$ cat src/rtl/seq_div_16bits.sv
// Multi-cycle 16-bit restoring divider with a start/done handshake to the ALU control FSM.
// Define DIV_SIGNED_EN to add the is_signed input and a sign-fixup state after the iterations.

module comp_adder_16bits (
    input  logic [15:0] a,
    input  logic [15:0] b,
    input  logic        sign,
    input  logic        comp_e,
    output logic [15:0] s,
    output logic        cout,
    output logic        cout_1
);
    logic        sub;
    logic [15:0] b_eff;
    logic [16:0] full_sum;
    logic [15:0] low_sum;

    // Two's-complement subtract when both sign and comp_e are set; cout=1 means no borrow.
    always_comb begin
        sub      = sign & comp_e;
        b_eff    = sub ? ~b : b;
        full_sum = 17'(a) + 17'(b_eff) + 17'(sub);
        low_sum  = 16'(a[14:0]) + 16'(b_eff[14:0]) + 16'(sub);
        s        = full_sum[15:0];
        cout     = full_sum[16];
        cout_1   = low_sum[15];
    end
endmodule

module seq_div_16bits #(
    parameter int unsigned WIDTH = 16
) (
    input  logic             clk,
    input  logic             rst_n,
    input  logic             start,
`ifdef DIV_SIGNED_EN
    input  logic             is_signed,
`endif
    input  logic [WIDTH-1:0] dividend,
    input  logic [WIDTH-1:0] divisor,
    output logic             busy,
    output logic             done,
    output logic [WIDTH-1:0] quotient,
    output logic [WIDTH-1:0] remainder,
    output logic             div_by_zero
);
    localparam int unsigned CNT_W = 4;
    localparam logic [CNT_W-1:0] LAST_CNT = CNT_W'(WIDTH - 1);

    localparam logic [1:0] IDLE = 2'd0;
    localparam logic [1:0] ITER = 2'd1;
    localparam logic [1:0] DONE = 2'd2;
`ifdef DIV_SIGNED_EN
    localparam logic [1:0] SIGN = 2'd3;
`endif

    logic [1:0]       state, state_n;
    logic [CNT_W-1:0] cnt, cnt_n;
    logic [WIDTH-1:0] rem_r, rem_n;
    logic [WIDTH-1:0] quo_r, quo_n;
    logic [WIDTH-1:0] div_r, div_n;
    logic             zero_r, zero_n;
    logic             busy_n, done_n, dbz_n;
    logic [WIDTH-1:0] quotient_n, remainder_n;

    logic [WIDTH-1:0] r_sh;
    logic [WIDTH-1:0] trial;
    logic             trial_cout;
    logic             unused_cout_1;
    logic             take;
    logic [WIDTH-1:0] dvd_mag, dvs_mag;

`ifdef DIV_SIGNED_EN
    logic neg_q, neg_q_n;
    logic neg_r, neg_r_n;
    logic dvd_neg, dvs_neg;

    // Signed operands are reduced to magnitudes at acceptance; signs reapplied in SIGN.
    assign dvd_neg = is_signed & dividend[WIDTH-1];
    assign dvs_neg = is_signed & divisor[WIDTH-1];
    assign dvd_mag = dvd_neg ? (~dividend + WIDTH'(1)) : dividend;
    assign dvs_mag = dvs_neg ? (~divisor + WIDTH'(1)) : divisor;
`else
    assign dvd_mag = dividend;
    assign dvs_mag = divisor;
`endif

    // Partial remainder shifted left with the next dividend bit; rem_r msb is the 17th bit.
    assign r_sh = {rem_r[WIDTH-2:0], quo_r[WIDTH-1]};
    assign take = rem_r[WIDTH-1] | trial_cout;

    comp_adder_16bits u_adder (
        .a      (r_sh),
        .b      (div_r),
        .sign   (1'b1),
        .comp_e (1'b1),
        .s      (trial),
        .cout   (trial_cout),
        .cout_1 (unused_cout_1)
    );

    always_comb begin
        state_n     = state;
        cnt_n       = cnt;
        rem_n       = rem_r;
        quo_n       = quo_r;
        div_n       = div_r;
        zero_n      = zero_r;
        busy_n      = busy;
        done_n      = 1'b0;
        quotient_n  = quotient;
        remainder_n = remainder;
        dbz_n       = div_by_zero;
`ifdef DIV_SIGNED_EN
        neg_q_n     = neg_q;
        neg_r_n     = neg_r;
`endif
        case (state)
            IDLE: begin
                // A start coinciding with the done pulse is dropped.
                if (start && !done) begin
                    busy_n = 1'b1;
                    cnt_n  = '0;
                    rem_n  = '0;
                    div_n  = dvs_mag;
                    if (divisor == '0) begin
                        quo_n   = dividend;
                        zero_n  = 1'b1;
                        state_n = DONE;
                    end else begin
                        quo_n   = dvd_mag;
                        zero_n  = 1'b0;
                        state_n = ITER;
                    end
`ifdef DIV_SIGNED_EN
                    neg_q_n = dvd_neg ^ dvs_neg;
                    neg_r_n = dvd_neg;
`endif
                end
            end
            ITER: begin
                quo_n = {quo_r[WIDTH-2:0], take};
                rem_n = take ? trial : r_sh;
                cnt_n = cnt + CNT_W'(1);
                if (cnt == LAST_CNT) begin
`ifdef DIV_SIGNED_EN
                    state_n = SIGN;
`else
                    state_n = DONE;
                    busy_n  = 1'b0;
`endif
                end
            end
`ifdef DIV_SIGNED_EN
            SIGN: begin
                if (neg_q) quo_n = ~quo_r + WIDTH'(1);
                if (neg_r) rem_n = ~rem_r + WIDTH'(1);
                state_n = DONE;
                busy_n  = 1'b0;
            end
`endif
            DONE: begin
                done_n  = 1'b1;
                busy_n  = 1'b0;
                state_n = IDLE;
                if (zero_r) begin
                    quotient_n  = {WIDTH{1'b1}};
                    remainder_n = quo_r;
                    dbz_n       = 1'b1;
                end else begin
                    quotient_n  = quo_r;
                    remainder_n = rem_r;
                    dbz_n       = 1'b0;
                end
            end
            default: begin
                state_n = IDLE;
                busy_n  = 1'b0;
            end
        endcase
    end

    always_ff @(posedge clk or negedge rst_n) begin
        if (!rst_n) begin
            state       <= IDLE;
            cnt         <= '0;
            rem_r       <= '0;
            quo_r       <= '0;
            div_r       <= '0;
            zero_r      <= 1'b0;
            busy        <= 1'b0;
            done        <= 1'b0;
            quotient    <= '0;
            remainder   <= '0;
            div_by_zero <= 1'b0;
`ifdef DIV_SIGNED_EN
            neg_q       <= 1'b0;
            neg_r       <= 1'b0;
`endif
        end else begin
            state       <= state_n;
            cnt         <= cnt_n;
            rem_r       <= rem_n;
            quo_r       <= quo_n;
            div_r       <= div_n;
            zero_r      <= zero_n;
            busy        <= busy_n;
            done        <= done_n;
            quotient    <= quotient_n;
            remainder   <= remainder_n;
            div_by_zero <= dbz_n;
`ifdef DIV_SIGNED_EN
            neg_q       <= neg_q_n;
            neg_r       <= neg_r_n;
`endif
        end
    end
endmodule

$ cat config.mk
export PLATFORM = sky130hd
export DESIGN_NAME = seq_div_16bits
export DESIGN_NICKNAME = d
export VERILOG_FILES = /design/src/rtl/seq_div_16bits.sv
export SDC_FILE = /design/constraint.sdc
export NUM_CORES = 1
export LEC_CHECK = 0
export BUFFER_PORTS_ARGS = -buffer_cell sky130_fd_sc_hd__clkbuf_2
export CORE_AREA = 2 2 112 114
export CTS_CLUSTER_SIZE = 16
export DETAILED_ROUTE_END_ITERATION = 7
export DIE_AREA = 0 0 114 116
export PLACE_DENSITY = 0.71
export SLEW_MARGIN = 20
export SYNTH_ARGS = -nofsm -noshare
export SYNTH_HDL_FRONTEND = slang
export SYNTH_SLANG_ARGS = --single-unit
$ cat constraint.sdc
create_clock -name clk -period 2.46 [get_ports clk]
set_clock_uncertainty 0.1 [all_clocks]
set_input_delay 0.369 -clock clk [delete_from_list [all_inputs] [get_ports clk]]
set_output_delay 0.369 -clock clk [all_outputs]
set_load 0.01 [all_outputs]
# --- Yosys cells after proc, flatten, opt, wreduce, memory -nomap -nowiden ---
# Cells that the tools add are included.
word_totals:
  reg_bits: 90
  word_cells: 48
classes:
  muxes: 19
  eq_ne: 5
  bitwise_logic: 2
  add_sub_neg: 3
  n_reduce_logical: 8
op_table:
  columns: ["cell", "count"]
  rows:
  - ["$mux 16", 5]
  - ["$pmux 16 s2", 2]
  - ["$add 16x16->17", 1]
  - ["$add 17x1->17 const B", 1]
  - ["$logic_not 16->1", 1]
  - ["$not 16->16", 1]
  - ["$pmux 4 s2", 1]
  - ["$mux 2", 3]
  - ["$reduce_and 2->1", 3]
  - ["$mux 1", 5]
  - ["$add 4x1->4 const B", 1]
  - ["$eq 4x4->1 const B", 1]
  - ["$mux 4", 1]
  - ["$ne 2x2->1 const B", 2]
  - ["$pmux 2 s2", 1]
  - ["$eq 2x1->1 const B", 1]
  - ["$eq 2x2->1 const B", 1]
  - ["$logic_not 2->1", 1]
  - ["$pmux 1 s2", 1]
  - ["$reduce_bool 2->1", 1]
  - ["$logic_and 1x1->1", 1]
  - ["$logic_not 1->1", 1]
  - ["$or 1x1->1", 1]

# --- Depth between registers and ports, before layout ---
# Gate-level depths: netlist of run 1.
depth:
  ltp_word: 6
  depth_mapped: 12
  ltp_nobuf: 10

# --- By module ---
# A second synthesis of run 1 with hierarchy kept.
hier_totals:
  hier_cells: 521
  hier_area_um2: 4969.8
by_module_without_submodules:
  columns: ["mod", "n_inst", "cells_per_inst", "seq_area_each_um2", "area_each_um2"]
  rows:
  - ["seq_div_16bits", 1, 395, 2252.2, 4005.1]
  - ["comp_adder_16bits", 1, 126, 0.0, 964.7]

# --- Worst setup path before layout of run 1 ---
# OpenSTA, ideal clock, no wires.
synth_path:
  kind: "flip-flop to flip-flop"
  from: "register quo_r[15]"
  to: "register rem_r[7]"
  setup_time_ns: 0.133
  n_path_buf: 2
  stages_incl_launch_ff: 13
  required_time_ns: 2.227
  setup_slack_ns: -0.080
  period_less_slack_ns: 2.540
  arrival_time_ns: 2.306
  cell_sequence: "dfrtp_1 -> inv_1 -> ha_1 -> inv_1 -> fa_1 -> a21oi_1 -> o211a_1 -> o211ai_2 -> a31oi_1 -> buf_4 -> buf_6 -> mux2i_1 -> o21ai_0"
synth_via:
  elab_chain_cells: 5
synth_rtl:
  columns: ["element", "line_no", "rtl"]
  rows:
  - ["start, declared", "60", "logic [WIDTH-1:0] quo_r, quo_n;"]
  - ["start signal, assigned", "204", "quo_r <= quo_n;"]
  - ["$add 16x16->17 (*)", "22", "full_sum = 17'(a) + 17'(b_eff) + 17'(sub);"]
  - ["$add 17x1->17 (*)", "22", null]
  - ["$or 1x1->1", "90", "assign take = rem_r[WIDTH-1] | trial_cout;"]
  - ["$mux 16 (*)", "143", "rem_n = take ? trial : r_sh;"]
  - ["$pmux 16 s2 (*)", "118", "case (state)"]
  - ["end signal, assigned", "203", "rem_r <= rem_n;"]
  - ["end, declared", "59", "logic [WIDTH-1:0] rem_r, rem_n;"]
# Mark *: on every way between the ends. The rest lies on a longest branch, timed or not.
# A chain may end at the register's enable or synchronous reset.

# --- Worst setup path after layout of run 1 ---
# Same ends and word-level chain as after synthesis.

==> impl_metrics.yaml, run 1 <==
status:
  status: "complete, but fails checks"
  violations: "setup timing"
floorplan:
  dieArea_um2: 13200
  die_w_um: 114
  fp.dieH_um: 116
  rows: 40
  initial_core_util_pct: 38.8
  io_pins: 70
  coreArea_um2: 11900
power:
  pwr-share-clk_pct: 13.3
  switching_share_pct: 42.5
  power.leakage_nw: 2.63
  p_int_w: 0.00541
  p_comb_share_pct: 58.2
  pwr_density_cell_nw_per_um2: 1640
  p_seq_share_pct: 28.6
  switching_power_w: 0.00400
  ir_drop_v: 0.000535
critical_path:
  critPathCaptureType: "flip-flop"
  r2r_slack_ns: -0.008
  cp_cell_sequence: "inv_2 -> ha_4 -> inv_2 -> fa_2 -> a21oi_2 -> o211a_1 -> o211ai_4 -> a31oi_4 -> clkbuf_16 -> mux2i_1 -> o21ai_0"
  slowest_delay_ns: 0.39
  crit_slowest_cell: "dfrtp_1"
  crit_buf_inv: 3
  worstPathArrival_ns: 2.59
  cp_data_required_time_ns: 2.58
  startpoint_type: "flip-flop"
  path_class: "reg2reg"
  path_delay_family: "compound AO/OA/AOI/OAI gates"
  crit_cells: 11
  crit_path_max_fanout: 5
  crit_top_cell: "inv_2"
  worst_r2r_path_depth: 11
timing:
  holdWs_ns: 0.140
  hold_viol: 0
  setup_viol: 1
  rsz0062_at_grt: "yes"
  timing.final.crit_period_ns: 2.47
  max_freq_ghz: 0.405
  timing.slew.headroom_pct: 63.8
  post-route-period-util_pct: 100
  worst_pin_slew_ns: 0.544
  slew_violations: 0
  fin_ws_ns: -0.00772
clocking:
  cts_sinks: 90
  clkTransAtPathRegs_ns: 0.06
  clk_latency_ns: 0.35
  cts_tree: "built"
  ctsLongestPathBuffers: 2
  h-tree-depth: 3
  cts_made_buffers: 9
  cts-root-buf: "clkbuf_16"
global_routing:
  grt_pass1_wl_mm: 18.9
  antenna_found_initial: 0
  grt_max_degree: 62
  first_global_vias: 3854
  grtUsageTotal_pct: 18.3
  grt_overflow: 0
route:
  top_layer: "met4"
  ant_nets: 0
  viasPerCell: 5.26
  drt-total-wl_mm: 11.6
  wl_met1_mm: 5.37
  wire_per_inst_um: 15.5
  vias: 3943
  wl_met3_um: 748
  drcViolationCount: 0
  drtIter0Drc: 223
  first_pass_iters: 5
  met2_length_mm: 5.24
yosys:
  ys_top_cells_by_area: "dfrtp_1 49%, o21ai_0 7.3%, nand2_1 5.4%"
  yosysWarnings: 0
  yosysSeqAreaShare_pct: 48.7
  ys.flop_type: "dfrtp_1"
  syn_nets: 562
  synth-edff-count: 0
  syn_area_per_cell_um2: 9.08
  yosysTopAreaCell: "dfrtp_1"
  syn_area_um2: 4620
  synth_seq_cells: 90
  synth_top_area_share_pct: 48.7
  synth.distinct_cells: 47
  syn_inst: 509
  async_flop_share_pct: 100
final_layout:
  fin_cells: 749
  drive_gt1_share_pct: 24.1
  nNetsFinal: 651
  final_common_cell: "dfrtp_1"
  fillers: 1148
  areaGrowthSynthToFinish_pct: 24.4
  diodes: 0
  final_cell_mix: "90 x dfrtp_1, 68 x clkbuf_2, 66 x nand2_1, 62 x o21ai_0, 59 x nor2_1"
job:
  drv_cap: 0
min_path:
  hold_depth: 3
  min_path_type: "in2reg"
place:
  gp_congestion: 0.849
  dp_hpwl_mm: 8.47
  port_buffers: 69
  dp_cells: 728
==> synth_stat cells (2+ instances only) <==
cell type / count
xnor2_1: 4
xor2_1: 5
inv_1: 22
o21a_1: 2
nor2b_1: 3
nor3_1: 3
nor4_1: 4
mux2_2: 2
buf_1: 2
o21ai_0: 67
ha_1: 17
mux2i_1: 24
o211ai_2: 2
o211ai_1: 6
a21o_1: 4
o22ai_1: 15
o31ai_1: 2
a2111oi_0: 2
o211a_1: 2
nand3_1: 26
nand2_1: 66
dfrtp_1: 90
clkbuf_1: 25
nand2b_1: 6
a31oi_1: 2
nand4_1: 3
a21oi_1: 17
and3_1: 4
or3_1: 2
a32oi_1: 3
nor2_1: 59
o31a_1: 3
==> cell type report <==
class / count / area, µm² / area share (%)
clock buffer: 10 / 229 / 3.98
timing repair buffer: 108 / 686 / 11.9
inverter: 22 / 82.6 / 1.44
tap: 147 / 184 / 3.20
sequential: 90 / 2250 / 39.2
multi-input combinational: 367 / 2280 / 39.7
clock inverter: 5 / 32.5 / 0.566
==> power groups by stage <==
stage	Clock, W	Combinational, W	Sequential [W]
2_1_floorplan	0	0.00330	0.00264
4_1_cts	0.00127	0.00502	0.00266
5_1_grt	0.00132	0.00611	0.00278
3_5_place_dp	0	0.00494	0.00268
6_report	0.00125	0.00547	0.00269
3_3_place_gp	0	0.00479	0.00266
==> metrics by stage <==
step / TNS, ns / instance area [µm²] / total power, W / utilization [%] / setup WS [ns]
after floorplan: 0 / 4630 / 0.00594 / - / 0.00908
after global placement: -0.00864 / 5320 / 0.00745 / 44.7 / -0.00864
after detailed placement: -0.0842 / 5320 / 0.00762 / 44.7 / -0.0504
after CTS: -0.0104 / 5610 / 0.00895 / 47.1 / -0.0104
after global routing: -0.945 / 5750 / 0.0102 / 48.3 / -0.108
final: -0.00772 / 5750 / 0.00941 / 48.3 / -0.00772
==> worst min-delay path, cell delays in order <==
cell and delay (ns):
clkbuf_2 0.09, nand2_1 0.04, o21ai_0 0.06
==> what timing repair did <==
item	CTS	global route
endpoints found under the setup margin	8	17
pin swaps	1	7
gates resized for setup	3	22
cloned	0	1
hold buffers	1	0
buffers inserted	0	4
hold endpoints to repair	29	0
==> final timing paths <==
check,from,endpoint
max reg2reg,quo_r[15],rem_r[7]
min in group asynchronous,rst_n,div_r[15]
max,quo_r[15],rem_r[7]
min reg2reg,quotient[8],quotient[8]
max in group asynchronous,rst_n,quo_r[15]
min,divisor[9],div_r[9]
==> registers in the layout, summed over array words and instances (netlist names) <==
| name | flops |
|---|---|
| quotient | 16 |
| cnt | 4 |
| quo_r | 16 |
| div_r | 16 |
| state | 2 |
| done | 1 |
| remainder | 16 |
| zero_r | 1 |
| rem_r | 16 |
| busy | 1 |
| div_by_zero | 1 |
==> logic make-up after synthesis <==
family	count (synthesis)	synth area share (%)
xor+xnor	9	1.70
fa+ha+maj	18	5.03
buf+inv	52	4.49
flops	90	48.7
compound gates	134	17.3
simple gates	180	17.0
mux	26	5.68
==> metal layers <==
layer	global-route usage [%]	up-vias
li1	-	1961
met1	25.3	1856
met2	28.8	110
met3	2.88	16
met4	7.24	0
met5	0	-
(Power assumes the default switching activity.)
==> inputs of run 2 (changes only) <==
--- a/config.mk
+++ b/config.mk
@@ -10,7 +10,8 @@
 export CTS_CLUSTER_SIZE = 16
 export DETAILED_ROUTE_END_ITERATION = 7
 export DIE_AREA = 0 0 114 116
-export PLACE_DENSITY = 0.71
+export HOLD_SLACK_MARGIN = 0.12
+export PLACE_DENSITY = 0.64
 export SLEW_MARGIN = 20
 export SYNTH_ARGS = -nofsm -noshare
 export SYNTH_HDL_FRONTEND = slang
==> impl_metrics.yaml, run 2 (synthesis results as in run 1) <==
status:
  status: "complete, but fails checks"
  violations: "setup timing"
route:
  first_pass_iters: 4
  drcViolationCount: 0
  drtIter0Drc: 291
  ant_nets: 0
  viasPerCell: 5.30
  wire_per_inst_um: 15.3
  vias: 4016
  drt-total-wl_mm: 11.6
power:
  p_comb_share_pct: 56.3
  switching_power_w: 0.00397
  power.leakage_nw: 2.70
  p_int_w: 0.00555
  pwr_density_cell_nw_per_um2: 1640
  p_seq_share_pct: 28.0
  ir_drop_v: 0.000621
  pwr-share-clk_pct: 15.7
  switching_share_pct: 41.7
floorplan:
  rows: 40
  dieArea_um2: 13200
  die_w_um: 114
  fp.dieH_um: 116
  initial_core_util_pct: 38.8
  io_pins: 70
  coreArea_um2: 11900
final_layout:
  areaGrowthSynthToFinish_pct: 25.6
  drive_gt1_share_pct: 24.2
  final_area_um2: 5810
  final_common_cell: "dfrtp_1"
  final_cell_mix: "90 x dfrtp_1, 68 x clkbuf_2, 66 x nand2_1, 63 x o21ai_0, 59 x nor2_1"
  diodes: 0
  nNetsFinal: 660
place:
  dpl_worst_slack_ns: -0.0740
  dp_hpwl_mm: 8.67
  place_area_um2: 5390
  gp_congestion: 0.849
  port_buffers: 69
critical_path:
  worstPathArrival_ns: 2.68
  critPathCaptureType: "flip-flop"
  cp_data_required_time_ns: 2.64
  path_class: "reg2reg"
  worst_r2r_path_depth: 10
  startpoint_type: "flip-flop"
  crit_path_max_fanout: 3
clocking:
  cts_tree: "built"
  cts_made_buffers: 9
  clkTransAtPathRegs_ns: 0.06
  clk_latency_ns: 0.35
  cts-root-buf: "clkbuf_16"
  ctsLongestPathBuffers: 2
  cts_sinks: 90
  h-tree-depth: 3
global_routing:
  grt_overflow: 0
  grt_use_met1_pct: 26.0
  grt_max_degree: 41
  use_met2_pct: 29.0
  gr-usage-met3_pct: 2.72
  top_usage_layer: "met2"
  first_global_vias: 3817
  grtUsageTotal_pct: 18.4
  antenna_found_initial: 0
  grt_pass1_wl_mm: 19.0
timing:
  hold_viol: 0
  slew_violations: 0
  max_freq_ghz: 0.400
  fin_ws_ns: -0.0397
  rsz0062_at_grt: "yes"
  post-route-period-util_pct: 102
  timing.final.crit_period_ns: 2.50
  timing.slew.headroom_pct: 59.2
  setup_viol: 2
  worst_pin_slew_ns: 0.612
job:
  drv_cap: 0
min_path:
  min_path_type: "in2reg"
  hold_depth: 3
-- run 2: changes by cell type in the layout (fill, tap and decap cells not counted), moves of 3 or more --
| cell | delta |
|---|---|
| buf_4 | +8 |
| buf_6 | +3 |
| ha_1 | +4 |
| ha_4 | -3 |
-- run 2: timing repair --
action	CTS	global route
pin swaps	3	11
hold endpoints to repair	36	0
hold buffers	1	0
gates cloned	0	1
setup endpoints to repair	12	17
setup buffers	1	2
gates resized for setup	4	19
-- run 2: through the flow --
step                      hold WS, ns  total power, W  util, %  setup TNS, ns  cells
final                           0.142         0.00952     48.8        -0.0505    758
after global routing            0.154          0.0103     48.8         -0.659    758
after CTS                       0.137         0.00928     48.1         -0.130    755
after detailed placement        0.272         0.00768     45.2         -0.402    738
after global placement          0.268         0.00749     45.2        -0.0469    738
after floorplan               -0.0266         0.00594        -              0    509
-- run 2: worst max-delay path: stages (launching register included) --
cell and delay, ns:
dfrtp_1 0.41, ha_4 0.18, inv_2 0.05, fa_2 0.20, a21oi_2 0.06, o211a_1 0.26
o211ai_2 0.25, a31oi_4 0.14, buf_6 0.14, or4b_4 0.48, o211ai_2 0.16
-- run 2: area by class of cell --
type,instances,area [µm²]
Fill cell,1119,6100
Sequential cell,90,2250
Multi-Input combinational cell,367,2230
Timing Repair Buffer,117,734
Clock buffer,11,243
Tap cell,147,184
Inverter,22,82.6
Clock inverter,4,76.3
-- run 2: worst paths after layout --
kind,slack (ns),to,start
setup reg to reg,-0.04,rem_r[11],div_r[0]
setup / recovery,-0.04,rem_r[11],div_r[0]
hold reg to reg,0.38,quotient[7],quotient[7]
min in group asynchronous,0.43,remainder[4],rst_n
max in group asynchronous,1.18,quotient[14],rst_n
hold / removal,0.14,div_r[15],divisor[15]
-- run 2: per-layer routing --
layer,part of all wire (%),up-vias
met2,44,117
met3,4.9,12
met1,50,1902
li1,-,1985
met4,1.4,0
met5,0,-
-- run 2: power groups by stage --
stage	Sequential (W)	Clock, W	Combinational (W)
final	0.00267	0.00150	0.00536
after global routing	0.00275	0.00158	0.00596
after CTS	0.00265	0.00152	0.00511
after detailed placement	0.00268	0	0.00500
after global placement	0.00264	0	0.00485
after floorplan	0.00264	0	0.00330
